--- src/rtl/mem_pkg.sv ---
// Shared constants for the MEM-stage load/store engine.
//  - aluop codes for the eight load/store operations
//  - FSM state encoding used by mem_access_unit
package mem_pkg;

    localparam logic [5:0] EXE_LB_OP  = 6'h20;
    localparam logic [5:0] EXE_LH_OP  = 6'h21;
    localparam logic [5:0] EXE_LW_OP  = 6'h23;
    localparam logic [5:0] EXE_LBU_OP = 6'h24;
    localparam logic [5:0] EXE_LHU_OP = 6'h25;
    localparam logic [5:0] EXE_SB_OP  = 6'h28;
    localparam logic [5:0] EXE_SH_OP  = 6'h29;
    localparam logic [5:0] EXE_SW_OP  = 6'h2B;

    localparam logic [1:0] IDLE = 2'd0;
    localparam logic [1:0] BUSY = 2'd1;
    localparam logic [1:0] DONE = 2'd2;

endpackage

--- src/rtl/mem_lane_align.sv ---
// Combinational lane logic for big-endian byte/halfword/word accesses.
// Ports:
//  aluop       in   6   operation code
//  addr_lo     in   2   effective address bits [1:0]
//  store_data  in   32  raw store operand
//  load_word   in   32  captured bus read word
//  is_load     out  1   op is a load
//  is_store    out  1   op is a store
//  misaligned  out  1   misaligned half/word (only with MEM_ALIGN_CHECK_EN)
//  be          out  4   byte enables, bit3 = bits[31:24]
//  wdata       out  32  lane-replicated store data
//  load_data   out  32  extracted and extended load result
// Config: MEM_ALIGN_CHECK_EN enables misalignment detection; otherwise low
// address bits are ignored for words and addr_lo[0] is ignored for halves.
module mem_lane_align
    import mem_pkg::*;
(
    input  logic [5:0]  aluop,
    input  logic [1:0]  addr_lo,
    input  logic [31:0] store_data,
    input  logic [31:0] load_word,
    output logic        is_load,
    output logic        is_store,
    output logic        misaligned,
    output logic [3:0]  be,
    output logic [31:0] wdata,
    output logic [31:0] load_data
);

    logic [7:0]  byte_v;
    logic [15:0] half_v;
    logic [3:0]  byte_be;
    logic [3:0]  half_be;
    logic        is_half;
    logic        is_word;

    // Address 0 selects the most significant lane.
    always_comb begin
        case (addr_lo)
            2'd0:    byte_v = load_word[31:24];
            2'd1:    byte_v = load_word[23:16];
            2'd2:    byte_v = load_word[15:8];
            default: byte_v = load_word[7:0];
        endcase
    end

    assign half_v  = addr_lo[1] ? load_word[15:0] : load_word[31:16];
    assign byte_be = 4'b1000 >> addr_lo;
    assign half_be = addr_lo[1] ? 4'b0011 : 4'b1100;

    always_comb begin
        is_load   = 1'b0;
        is_store  = 1'b0;
        is_half   = 1'b0;
        is_word   = 1'b0;
        be        = 4'h0;
        wdata     = store_data;
        load_data = load_word;
        case (aluop)
            EXE_LB_OP:  begin is_load = 1'b1; be = byte_be; load_data = {{24{byte_v[7]}}, byte_v}; end
            EXE_LBU_OP: begin is_load = 1'b1; be = byte_be; load_data = {24'h0, byte_v}; end
            EXE_LH_OP:  begin
                is_load = 1'b1; is_half = 1'b1; be = half_be;
                load_data = {{16{half_v[15]}}, half_v};
            end
            EXE_LHU_OP: begin
                is_load = 1'b1; is_half = 1'b1; be = half_be;
                load_data = {16'h0, half_v};
            end
            EXE_LW_OP:  begin is_load = 1'b1; is_word = 1'b1; be = 4'hF; end
            EXE_SB_OP:  begin is_store = 1'b1; be = byte_be; wdata = {4{store_data[7:0]}}; end
            EXE_SH_OP:  begin
                is_store = 1'b1; is_half = 1'b1; be = half_be;
                wdata = {2{store_data[15:0]}};
            end
            EXE_SW_OP:  begin is_store = 1'b1; is_word = 1'b1; be = 4'hF; end
            default:    ;
        endcase
    end

`ifdef MEM_ALIGN_CHECK_EN
    assign misaligned = (is_half & addr_lo[0]) | (is_word & (addr_lo != 2'd0));
`else
    assign misaligned = 1'b0;
`endif

endmodule

--- src/rtl/mem_access_unit.sv ---
// MEM-stage load/store engine driving a req/ack data bus.
// Ports:
//  clk, rst                 clock and synchronous active-high reset
//  mem_*                    EX/MEM register outputs (wd, wreg, wdata, whilo, hi, lo,
//                           aluop, mem_addr, reg2)
//  dbus_rdata, dbus_ack     bus read data and one-cycle completion pulse
//  dbus_req/we/addr/be/wdata registered bus request
//  stall_req                freezes the upstream pipeline during an access
//  wb_*                     results to the MEM/WB register
//  excp_align               misaligned access flag
// Config: MEM_ALIGN_CHECK_EN (see mem_lane_align) enables alignment checking.
module mem_access_unit
    import mem_pkg::*;
#(
    parameter int unsigned ADDR_W = 32,
    parameter int unsigned DATA_W = 32
) (
    input  logic              clk,
    input  logic              rst,
    input  logic [4:0]        mem_wd,
    input  logic              mem_wreg,
    input  logic [DATA_W-1:0] mem_wdata,
    input  logic              mem_whilo,
    input  logic [DATA_W-1:0] mem_hi,
    input  logic [DATA_W-1:0] mem_lo,
    input  logic [5:0]        mem_aluop,
    input  logic [ADDR_W-1:0] mem_mem_addr,
    input  logic [DATA_W-1:0] mem_reg2,
    input  logic [DATA_W-1:0] dbus_rdata,
    input  logic              dbus_ack,
    output logic              dbus_req,
    output logic              dbus_we,
    output logic [ADDR_W-1:0] dbus_addr,
    output logic [3:0]        dbus_be,
    output logic [DATA_W-1:0] dbus_wdata,
    output logic              stall_req,
    output logic [4:0]        wb_wd,
    output logic              wb_wreg,
    output logic [DATA_W-1:0] wb_wdata,
    output logic              wb_whilo,
    output logic [DATA_W-1:0] wb_hi,
    output logic [DATA_W-1:0] wb_lo,
    output logic              excp_align
);

    logic [1:0]        state_q;
    logic              req_q;
    logic              we_q;
    logic [ADDR_W-1:0] addr_q;
    logic [3:0]        be_q;
    logic [DATA_W-1:0] wdata_q;
    logic [DATA_W-1:0] load_buf_q;

    logic              is_load;
    logic              is_store;
    logic              misaligned;
    logic [3:0]        lane_be;
    logic [DATA_W-1:0] lane_wdata;
    logic [DATA_W-1:0] load_data;
    logic              start;

    mem_lane_align u_lane_align (
        .aluop      (mem_aluop),
        .addr_lo    (mem_mem_addr[1:0]),
        .store_data (mem_reg2),
        .load_word  (load_buf_q),
        .is_load    (is_load),
        .is_store   (is_store),
        .misaligned (misaligned),
        .be         (lane_be),
        .wdata      (lane_wdata),
        .load_data  (load_data)
    );

    // A misaligned op (only possible with checking enabled) never reaches the bus.
    assign start = (is_load | is_store) & ~misaligned;

    always_ff @(posedge clk) begin
        if (rst) begin
            state_q    <= IDLE;
            req_q      <= 1'b0;
            we_q       <= 1'b0;
            addr_q     <= '0;
            be_q       <= 4'h0;
            wdata_q    <= '0;
            load_buf_q <= '0;
        end else begin
            case (state_q)
                IDLE: begin
                    if (start) begin
                        state_q <= BUSY;
                        req_q   <= 1'b1;
                        we_q    <= is_store;
                        addr_q  <= {mem_mem_addr[ADDR_W-1:2], 2'b00};
                        be_q    <= lane_be;
                        wdata_q <= lane_wdata;
                    end
                end
                BUSY: begin
                    if (dbus_ack) begin
                        state_q    <= DONE;
                        req_q      <= 1'b0;
                        load_buf_q <= dbus_rdata;
                    end
                end
                default: state_q <= IDLE;
            endcase
        end
    end

    assign dbus_req   = req_q;
    assign dbus_we    = we_q;
    assign dbus_addr  = addr_q;
    assign dbus_be    = be_q;
    assign dbus_wdata = wdata_q;
    assign excp_align = misaligned;

    assign stall_req = (state_q == BUSY) | ((state_q == IDLE) & start);

    always_comb begin
        wb_wd    = mem_wd;
        wb_wreg  = mem_wreg & ~misaligned;
        wb_wdata = mem_wdata;
        wb_whilo = mem_whilo;
        wb_hi    = mem_hi;
        wb_lo    = mem_lo;
        if (state_q == DONE) begin
            if (is_load) begin
                wb_wdata = load_data;
            end
            if (is_store) begin
                wb_wreg = 1'b0;
            end
        end
    end

endmodule

--- config.mk ---
export PLATFORM = sky130hd
export DESIGN_NAME = mem_access_unit
export DESIGN_NICKNAME = d
export VERILOG_FILES = /design/src/rtl/mem_pkg.sv /design/src/rtl/mem_lane_align.sv /design/src/rtl/mem_access_unit.sv
export SDC_FILE = /design/constraint.sdc
export NUM_CORES = 1
export LEC_CHECK = 0
export CAP_MARGIN = 0
export CORE_AREA = 2 2 149 151
export CTS_CLUSTER_SIZE = 20
export DETAILED_ROUTE_END_ITERATION = 7
export DIE_AREA = 0 0 151 153
export GPL_ROUTABILITY_DRIVEN = 0
export PLACE_DENSITY = 0.68
export REMOVE_ABC_BUFFERS = 1
export SYNTH_ARGS = -nofsm -noshare
export SYNTH_HDL_FRONTEND = slang
export SYNTH_SLANG_ARGS = --single-unit
export TNS_END_PERCENT = 1
--- constraint.sdc ---
create_clock -name clk -period 6.2 [get_ports clk]
set_input_delay 1.86 -clock clk [delete_from_list [all_inputs] [get_ports clk]]
set_output_delay 1.86 -clock clk [all_outputs]
set_load 0.05 [all_outputs]
==> flow_metrics.tcl, run 1 <==
set metrics [dict create \
    status "complete, no violations" \
    firstDrtPassIters 5 \
    startpoint "mem_mem_addr[0]" \
    grt_pass1_vias 5960 \
    setup_viol 0 \
    synth-seq-cells 102 \
    dp_hpwl_um 19500 \
    swShare 0.321 \
    grt_antenna_before_repair 0 \
    routedWlPerCell_um 24.2 \
    pwr-share-clk 0.335 \
    num_rows 54 \
    final_cell_area_um2 8490 \
    io_buffers 239 \
    slew_viol_final 0 \
    r2r_cells 3 \
    clk_path_buf_depth 2 \
    vias_per_cell 5.53 \
    antenna_cells 0 \
    crit_chain "clkdlybuf4s50_1, mux2_2, o221ai_2, or4_1, buf_4, a31oi_1, buf_12" \
    clkTransAtPathRegs_ns 0.08 \
    async_reset_ff_frac 0 \
    worst_pin_slew_ns 1.24 \
    final_common_cell "clkdlybuf4s50_1" \
    hold_violations 0 \
    fin_ws_ns 0.222 \
    ctsHoldBuffers 0 \
    arrival_ns 4.12 \
    fill_cells 2203 \
    grt_pass1_wl_um 39700 \
    syn_avg_cell_area_um2 7.87 \
    syn-instance-count 733 \
    fp.dieW_um 151 \
    required_ns 4.34 \
    crit_path_end "wb_wdata[22]" \
    syn2layout_area_growth_pct 47.2 \
    dpl-instance-area_um2 8200 \
    holdCritPathClass "reg2reg" \
    routed-via-count 6310 \
    drtIter0Drc 335 \
    relSlewSlack 0.169 \
    wirelength_um 27600 \
    synth-seq-area-share 0.354 \
    core_area_um2 21500 \
    clock_skew_ns 0.00992 \
    rrSetupSlack_ns 3.59 \
    yosysUniqueCellTypes 42 \
    synth_warnings 0 \
    multi_input_area_um2 2880 \
    post-route-drc-count 0 \
    r2r-start "state_q[1]" \
    layout-drive-gt1-share 0.121 \
    postCtsSetupBuffers 0 \
    synth_flop_cell "dfxtp_1" \
    cts_resized 0 \
    p_leak_nw 2.87 \
    h-tree-depth 3 \
    cts_root_buf "clkbuf_16" \
    slowest_delay_ns 0.69 \
    critPathKind "in2out" \
    place_ws_ns 0.256 \
    crit_path_end_kind "output port" \
    cts_made_buffers 9 \
    r2r_end "dbus_wdata[12]" \
    ant_nets 0 \
    grt_max_degree 103 \
    synthesis.area_um2 5770 \
    cts_num_sinks 102 \
    synth_edf_count 0 \
    cp-start-kind "primary input" \
    grt_usage 0.231 \
    dieArea_um2 23100 \
    p_per_area_nw_per_um2 208 \
    critical_path.max_fanout 24 \
    clk-insertion-delay-late_ns 0.35 \
    period_share 0.964 \
    p_int_mw 1.20 \
    timing.fmax_mhz 167 \
    regArea_um2 2040 \
    final_cell_mix "clkdlybuf4s50_1, dfxtp_1, nand2_1" \
    slowest_stage "clkdlybuf4s50_1" \
    combPwrFrac 0.270 \
    rsz0062_at_grt "false" \
    p_switching_mw 0.566 \
    start_util 0.268 \
    seqPwrFrac 0.395 \
    die_h_um 153 \
    grt_overflow_total 0 \
    period_minus_slack_ns 5.98 \
    finalNetCount 1064 \
    fin_util 0.395 \
    fin_tns_setup_ns 0 \
    max-cap-violations 0 \
    power_mw 1.76 \
    cts_tree "done" \
    peakVddDrop_v 0.000121 \
    ios 383 \
]
[cell usage after synthesis (2+ instances only)]
cell type	instances	share of area
dfxtp_1	102	0.35
nand2_1	101	0.066
a21oi_1	77	0.067
buf_4	75	0.098
a31oi_1	56	0.061
clkbuf_1	52	0.034
nand4_1	39	0.042
o31ai_1	39	0.051
nor2_1	38	0.025
o21ai_0	26	0.023
a311oi_1	24	0.036
buf_2	17	0.015
a22oi_1	16	0.021
a32oi_1	8	0.012
mux2_2	8	0.016
buf_1	7	0.0046
o221a_2	7	0.014
nand2b_1	6	0.0065
o21a_1	4	0.0052
o21bai_1	4	0.0052
or2_2	3	0.0033
nor2b_1	2	0.0022
nor3_1	2	0.0017
o31a_1	2	0.0030
[cell families (layout without fill, tap and decap cells)]
kind of cell	after synthesis	in the layout	share of synthesized area
AO/OA/AOI/OAI	268	268	0.309
AND/OR/NAND/NOR	200	200	0.166
multiplexers	9	9	0.0174
other	1	3	0.000650
buffers and inverters	153	279	0.153
flip-flops	102	102	0.354
[per-layer routing]
metal  share of wire  up-vias  GRT usage  wire, um
li1                -     2885          -         -
met3            0.18       35      0.165      4950
met4           0.013        8     0.0530       364
met5           0.011        -      0.109       315
met2            0.41      440      0.323     11400
met1            0.38     2942      0.276     10600
[critical path, delay by kind of cell]
kind	cells	cell delay, ns
AO/OA/AOI/OAI	2	0.41
AND/OR/NAND/NOR	1	0.49
multiplexers	1	0.24
buffers and inverters	3	1.11
[cell type report]
type	instances	share of cell area
well taps	280	0.0413
clock buffers	9	0.0265
inverters	1	0.000442
repair buffers	262	0.343
multi-input cells	480	0.340
flip-flops and latches	102	0.240
clock inverters	7	0.00840
[power by group through the flow]
stage / clock (mW) / sequential, mW / combinational, mW
2_1_floorplan: 0 / 0.780 / 0.148
3_3_place_gp: 0 / 0.710 / 0.473
3_5_place_dp: 0 / 0.711 / 0.476
4_1_cts: 0.614 / 0.696 / 0.478
5_1_grt: 0.638 / 0.699 / 0.502
6_report: 0.591 / 0.696 / 0.477
[per-stage QoR]
step           instances  hold WS, ns
6_report            1141        0.461
2_1_floorplan        583        0.441
4_1_cts             1141        0.465
5_1_grt             1141        0.493
3_5_place_dp        1125        0.451
3_3_place_gp        1125        0.453
[worst min path at each step]
stage	depth (start not counted)	slack (ns)	startpoint	to
3_5_place_dp	2	0.45	dbus_req	dbus_req
3_3_place_gp	1	0.45	dbus_be[1]	dbus_be[1]
5_1_grt	1	0.49	dbus_be[3]	dbus_be[3]
2_1_floorplan	2	0.44	load_buf_q[0]	load_buf_q[0]
6_report	2	0.46	dbus_req	dbus_req
4_1_cts	2	0.46	dbus_req	dbus_req
[flip-flops by register name, indices dropped and copies added (netlist names)]
name	cells
dbus_addr	30
dbus_wdata	32
load_buf_q	32
dbus_be	4
dbus_we	1
dbus_req	1
state_q	2
Note: power is estimated with default switching activity, not from simulation.
==> inputs of run 2 (changes only) <==
- PLACE_DENSITY: 0.68 -> 0.7
- SKIP_LAST_GASP: not set -> 1
- TNS_END_PERCENT: 1 -> not set
==> run 2 against run 1 <==
Compared with the run above:
- fmax grew 1.1%
- count of clock-buffer cells in the layout grew 2
- global-route usage grew 0.92 points
- final cell count grew 0.26%
- setup slack gained 0.063 ns
- first-iteration DRC count grew 7.8%
- total power shrank 0.16%
- wire length grew 2.9%
- non-clock buffer count grew 3
- clock skew shrank 0.0013 ns
- sequential share of layout area is essentially flat
- hold slack gained 0.0099 ns
- largest power group unchanged
==> flow_metrics.tcl, run 2 (synthesis gave the netlist of run 1 again) <==
set metrics [dict create \
    ios 383 \
    crit_buf_inv 3 \
    clk_path_buf_depth 2 \
    cp-start-kind "primary input" \
    post-route-drc-count 0 \
    routedWlPerCell_um 24.8 \
    finalNetCount 1067 \
    status "complete, no violations" \
    cts_made_buffers 9 \
    ant_nets 0 \
    final_common_cell "clkdlybuf4s50_1" \
    vias_per_cell 5.53 \
    cts_root_buf "clkbuf_16" \
    cts_tree "done" \
    clock_skew_ns 0.00863 \
    slowest_delay_ns 0.57 \
    grt_antenna_before_repair 0 \
    wl_met2_um 12100 \
    dp_hpwl_um 20500 \
    slew_viol_final 0 \
    arrival_ns 4.06 \
    grt_max_degree 65 \
    routed-via-count 6325 \
    rsz0062_at_grt "false" \
    ctsHoldBuffers 0 \
    finalNonFillerCells 1144 \
    crit_path_end_kind "output port" \
    max-cap-violations 0 \
    fin_util 0.396 \
    r2r-start "state_q[1]" \
    dieArea_um2 23100 \
    startpoint "mem_aluop[1]" \
    peakVddDrop_v 0.000124 \
    num_rows 54 \
    cts_num_sinks 102 \
    final_cell_mix "clkdlybuf4s50_1, dfxtp_1, nand2_1" \
    core_area_um2 21500 \
    holdCritPathClass "reg2reg" \
    start_util 0.268 \
    required_ns 4.34 \
    fin_tns_setup_ns 0 \
    critical_path.max_fanout 24 \
    setup_viol 0 \
    die_h_um 153 \
    critPathKind "in2out" \
    crit_chain "clkdlybuf4s50_1, nor2_4, o221ai_2, or4_1, buf_4, a31oi_1, buf_12" \
    firstDrtPassIters 5 \
    cts_resized 0 \
    relSlewSlack 0.207 \
    period_share 0.954 \
    antenna_cells 0 \
    cp.depth 7 \
    drtIter0Drc 361 \
    grt_overflow_total 0 \
    timing.fmax_mhz 169 \
    placed_cells 1128 \
    postCtsSetupBuffers 0 \
    grt_pass1_vias 6050 \
    r2r_end "dbus_wdata[25]" \
    clk-insertion-delay-late_ns 0.35 \
    crit_family "buffers and inverters" \
    p_leak_nw 2.87 \
    p_per_area_nw_per_um2 207 \
    grt_usage 0.240 \
    clkTransAtPathRegs_ns 0.07 \
    worst_pin_slew_ns 1.19 \
    io_buffers 239 \
    grt_pass1_wl_um 40800 \
    layout-drive-gt1-share 0.123 \
    syn2layout_area_growth_pct 47.5 \
    period_minus_slack_ns 5.92 \
    met3_wirelength_um 5280 \
    hold_violations 0 \
    rrSetupSlack_ns 3.61 \
    slowest_stage "clkdlybuf4s50_1" \
    routed.top_layer "met5" \
    wirelength_um 28400 \
    h-tree-depth 3 \
    crit_path_end "wb_wdata[9]" \
    fp.dieW_um 151 \
    wl_met1_um 10500 \
    r2r_cells 3 \
]
run 2: routing by layer:
metal  global-route usage  vias up
met1                0.266     2931
met3                0.183       34
met2                0.355      467
li1                     -     2887
met4               0.0552        6
met5               0.0913        -
run 2: area by class of cell:
cell class	count	area [um2]
clock buffer	11	243
multi-input combinational	480	2880
fill	2182	13000
sequential	102	2040
tap	280	350
inverter	1	3.75
timing repair buffer	265	2930
clock inverter	5	58.8
run 2: per-stage QoR:
stage | instance area, um2 | power [mW] | worst slack [ns] | hold slack (ns)
4_1_cts | 8510 | 1.78 | 0.274 | 0.470
2_1_floorplan | 4890 | 0.927 | -1.12 | 0.441
6_report | 8510 | 1.76 | 0.285 | 0.471
3_3_place_gp | 8210 | 1.18 | 0.303 | 0.453
5_1_grt | 8510 | 1.83 | 0.163 | 0.485
3_5_place_dp | 8210 | 1.19 | 0.279 | 0.460
run 2: worst min-delay path, stage by stage, from the launching register on:
cell and delay (ns):
dfxtp_1 0.31, o31ai_1 0.06, a21oi_1 0.06
run 2: where the power goes:
part	internal, mW	switching, mW	total, mW
Clock	0.325	0.266	0.591
Sequential	0.680	0.0164	0.696
Combinational	0.202	0.272	0.475
run 2: how the worst min path moves through the flow:
| stage | cells past startpoint | end | slack (ns) | from |
|---|---|---|---|---|
| 6_report | 2 | dbus_addr[31] | 0.47 | dbus_addr[31] |
| 5_1_grt | 1 | dbus_be[3] | 0.48 | dbus_be[3] |
| 4_1_cts | 2 | dbus_addr[30] | 0.47 | dbus_addr[30] |
| 3_5_place_dp | 1 | dbus_be[3] | 0.46 | dbus_be[3] |
| 3_3_place_gp | 2 | dbus_addr[29] | 0.45 | dbus_addr[29] |
| 2_1_floorplan | 2 | load_buf_q[0] | 0.44 | load_buf_q[0] |
==> inputs of run 3 (changes only) <==
- GPL_TIMING_DRIVEN: not set -> 0
==> run 3 against run 2 <==
Compared with the run above:
- final cell count decreased by 0.35%
- clock power decreased by 4.4%
- register-to-register slack got worse by 0.03 ns
- wire length decreased by 0.73%
- utilization decreased by 1.4 points
- count of clock-buffer cells in the layout unchanged
- setup slack got worse by 0.21 ns
- critical endpoint is now stall_req
- highest routed layer unchanged
==> flow_metrics.tcl, run 3 (synthesis gave the netlist of run 1 again) <==
set metrics [dict create \
    wirelength_um 28200 \
    grt_overflow_total 0 \
    critPathKind "in2out" \
    firstDrtPassIters 6 \
    drtIter0Drc 356 \
    routedWlPerCell_um 24.7 \
    clock_skew_ns 0.00973 \
    slowest_delay_ns 0.82 \
    routed-via-count 6285 \
    vias_per_cell 5.51 \
    p_int_mw 1.15 \
    arrival_ns 4.26 \
    start_util 0.268 \
    placed_cells 1114 \
    relSlewSlack 0.0726 \
    crit_path_end_kind "output port" \
    holdCritStartpoint "dbus_req" \
    grt_usage 0.237 \
    setup_viol 0 \
    p_per_area_nw_per_um2 208 \
    num_rows 54 \
    cts_tree "done" \
    p_switching_mw 0.555 \
    fill_cells 2237 \
    layout-drive-gt1-share 0.117 \
    ios 383 \
    cts_root_buf "clkbuf_16" \
    grt_pass1_wl_um 40300 \
    required_ns 4.34 \
    r2r_cells 3 \
    crit_chain "clkdlybuf4s50_1, nor2b_4, a21oi_1, nor2_1, clkdlybuf4s50_1" \
    peakVddDrop_v 0.000120 \
    r2r-start "state_q[1]" \
    ant_nets 0 \
    period_share 0.987 \
    final_cell_mix "clkdlybuf4s50_1, dfxtp_1, nand2_1" \
    multi_input_area_um2 2910 \
    hold_end "dbus_req" \
    max-cap-violations 0 \
    finalNonFillerCells 1140 \
    cts_num_sinks 102 \
    r2r_end "dbus_wdata[28]" \
    syn2layout_area_growth_pct 42.3 \
    combPwrFrac 0.262 \
    fp.dieW_um 151 \
    holdCritPathClass "reg2reg" \
    pwr-share-clk 0.331 \
    hold_violations 0 \
    period_minus_slack_ns 6.12 \
    h-tree-depth 3 \
    antenna_cells 0 \
    slowest_stage "clkdlybuf4s50_1" \
    crit_top_cell "clkdlybuf4s50_1" \
    worst_pin_slew_ns 1.39 \
    slew_viol_final 0 \
    dp_hpwl_um 20200 \
    clkTransAtPathRegs_ns 0.08 \
    io_buffers 239 \
    seqPwrFrac 0.407 \
    clk_path_buf_depth 2 \
    critical_path.max_fanout 28 \
    startpoint "mem_aluop[5]" \
    power_mw 1.71 \
    grt_max_degree 65 \
    die_h_um 153 \
    grt_antenna_before_repair 0 \
    ctsHoldBuffers 0 \
    rsz0062_at_grt "true" \
    grt_pass1_vias 5924 \
    clk-insertion-delay-late_ns 0.35 \
    timing.fmax_mhz 163 \
    dieArea_um2 23100 \
    post-route-drc-count 0 \
    swShare 0.325 \
    finalNetCount 1064 \
    cp-start-kind "primary input" \
    core_area_um2 21500 \
    cts_made_buffers 9 \
    rrSetupSlack_ns 3.58 \
    regArea_um2 2040 \
    min_path_cells 2 \
    final_common_cell "clkdlybuf4s50_1" \
    status "complete, no violations" \
    p_leak_nw 2.77 \
]
run 3: cell count changes in the layout (fill, tap and decap cells not counted), moves of 3 or more:
cell | before | now
buf_12 | 34 | 5
buf_16 | 0 | 3
buf_2 | 0 | 8
buf_4 | 27 | 12
clkbuf_2 | 0 | 10
clkdlybuf4s15_1 | 0 | 5
clkdlybuf4s15_2 | 0 | 6
clkdlybuf4s50_1 | 204 | 200
dlygate4sd2_1 | 0 | 4
run 3: repair_timing:
action                                  CTS  global route
resized for setup                       119            33
buffers inserted                          7             4
endpoints found under the setup margin   34            27
pin swaps                                 4             1
run 3: routing by layer:
layer  track usage  up-vias  routed length [um]
met1         0.268     2931               10400
met4        0.0819        6                 663
li1              -     2875                   -
met5        0.0891        -                 230
met3         0.184       31                5180
met2         0.329      442               11700
run 3: layout make-up:
class,instances,area share
clock buffers,11,0.0308
repair buffers,262,0.319
flip-flops and latches,102,0.249
clock inverters,4,0.00381
well taps,280,0.0427
inverters,1,0.000457
multi-input cells,480,0.355
run 3: worst max path at each step:
stage              endpoint  cells past startpoint
2_1_floorplan   wb_wdata[0]                      4
4_1_cts        wb_wdata[16]                      9
6_report          stall_req                      5
5_1_grt           stall_req                      5
3_5_place_dp   wb_wdata[23]                      6
3_3_place_gp      stall_req                      6
run 3: stage by stage:
step	hold slack [ns]	cell area (um2)	setup TNS, ns	utilization	worst slack, ns
after floorplan	0.441	4890	-36.96	-	-1.12
after global placement	0.453	7640	-226.39	0.355	-4.38
after detailed placement	0.456	7890	-36.21	0.367	-1.26
after CTS	0.468	8220	0	0.383	0.00310
after global routing	0.485	8210	-0.110	0.382	-0.110
final	0.460	8210	0	0.382	0.0777
run 3: power by group through the flow:
stage                     clock network (mW)  logic, mW  registers (mW)
final                                  0.565      0.448           0.696
after CTS                              0.586      0.448           0.695
after global routing                   0.607      0.474           0.699
after floorplan                            0      0.148           0.780
after global placement                     0      0.434           0.709
after detailed placement                   0      0.451           0.711
run 3: worst max-delay path, delay by kind of cell:
family / cells / cell delay [ns]
AOI/OAI and AO/OA: 1 / 0.13
and+or+nand+nor: 2 / 0.84
buffers and inverters: 2 / 1.42
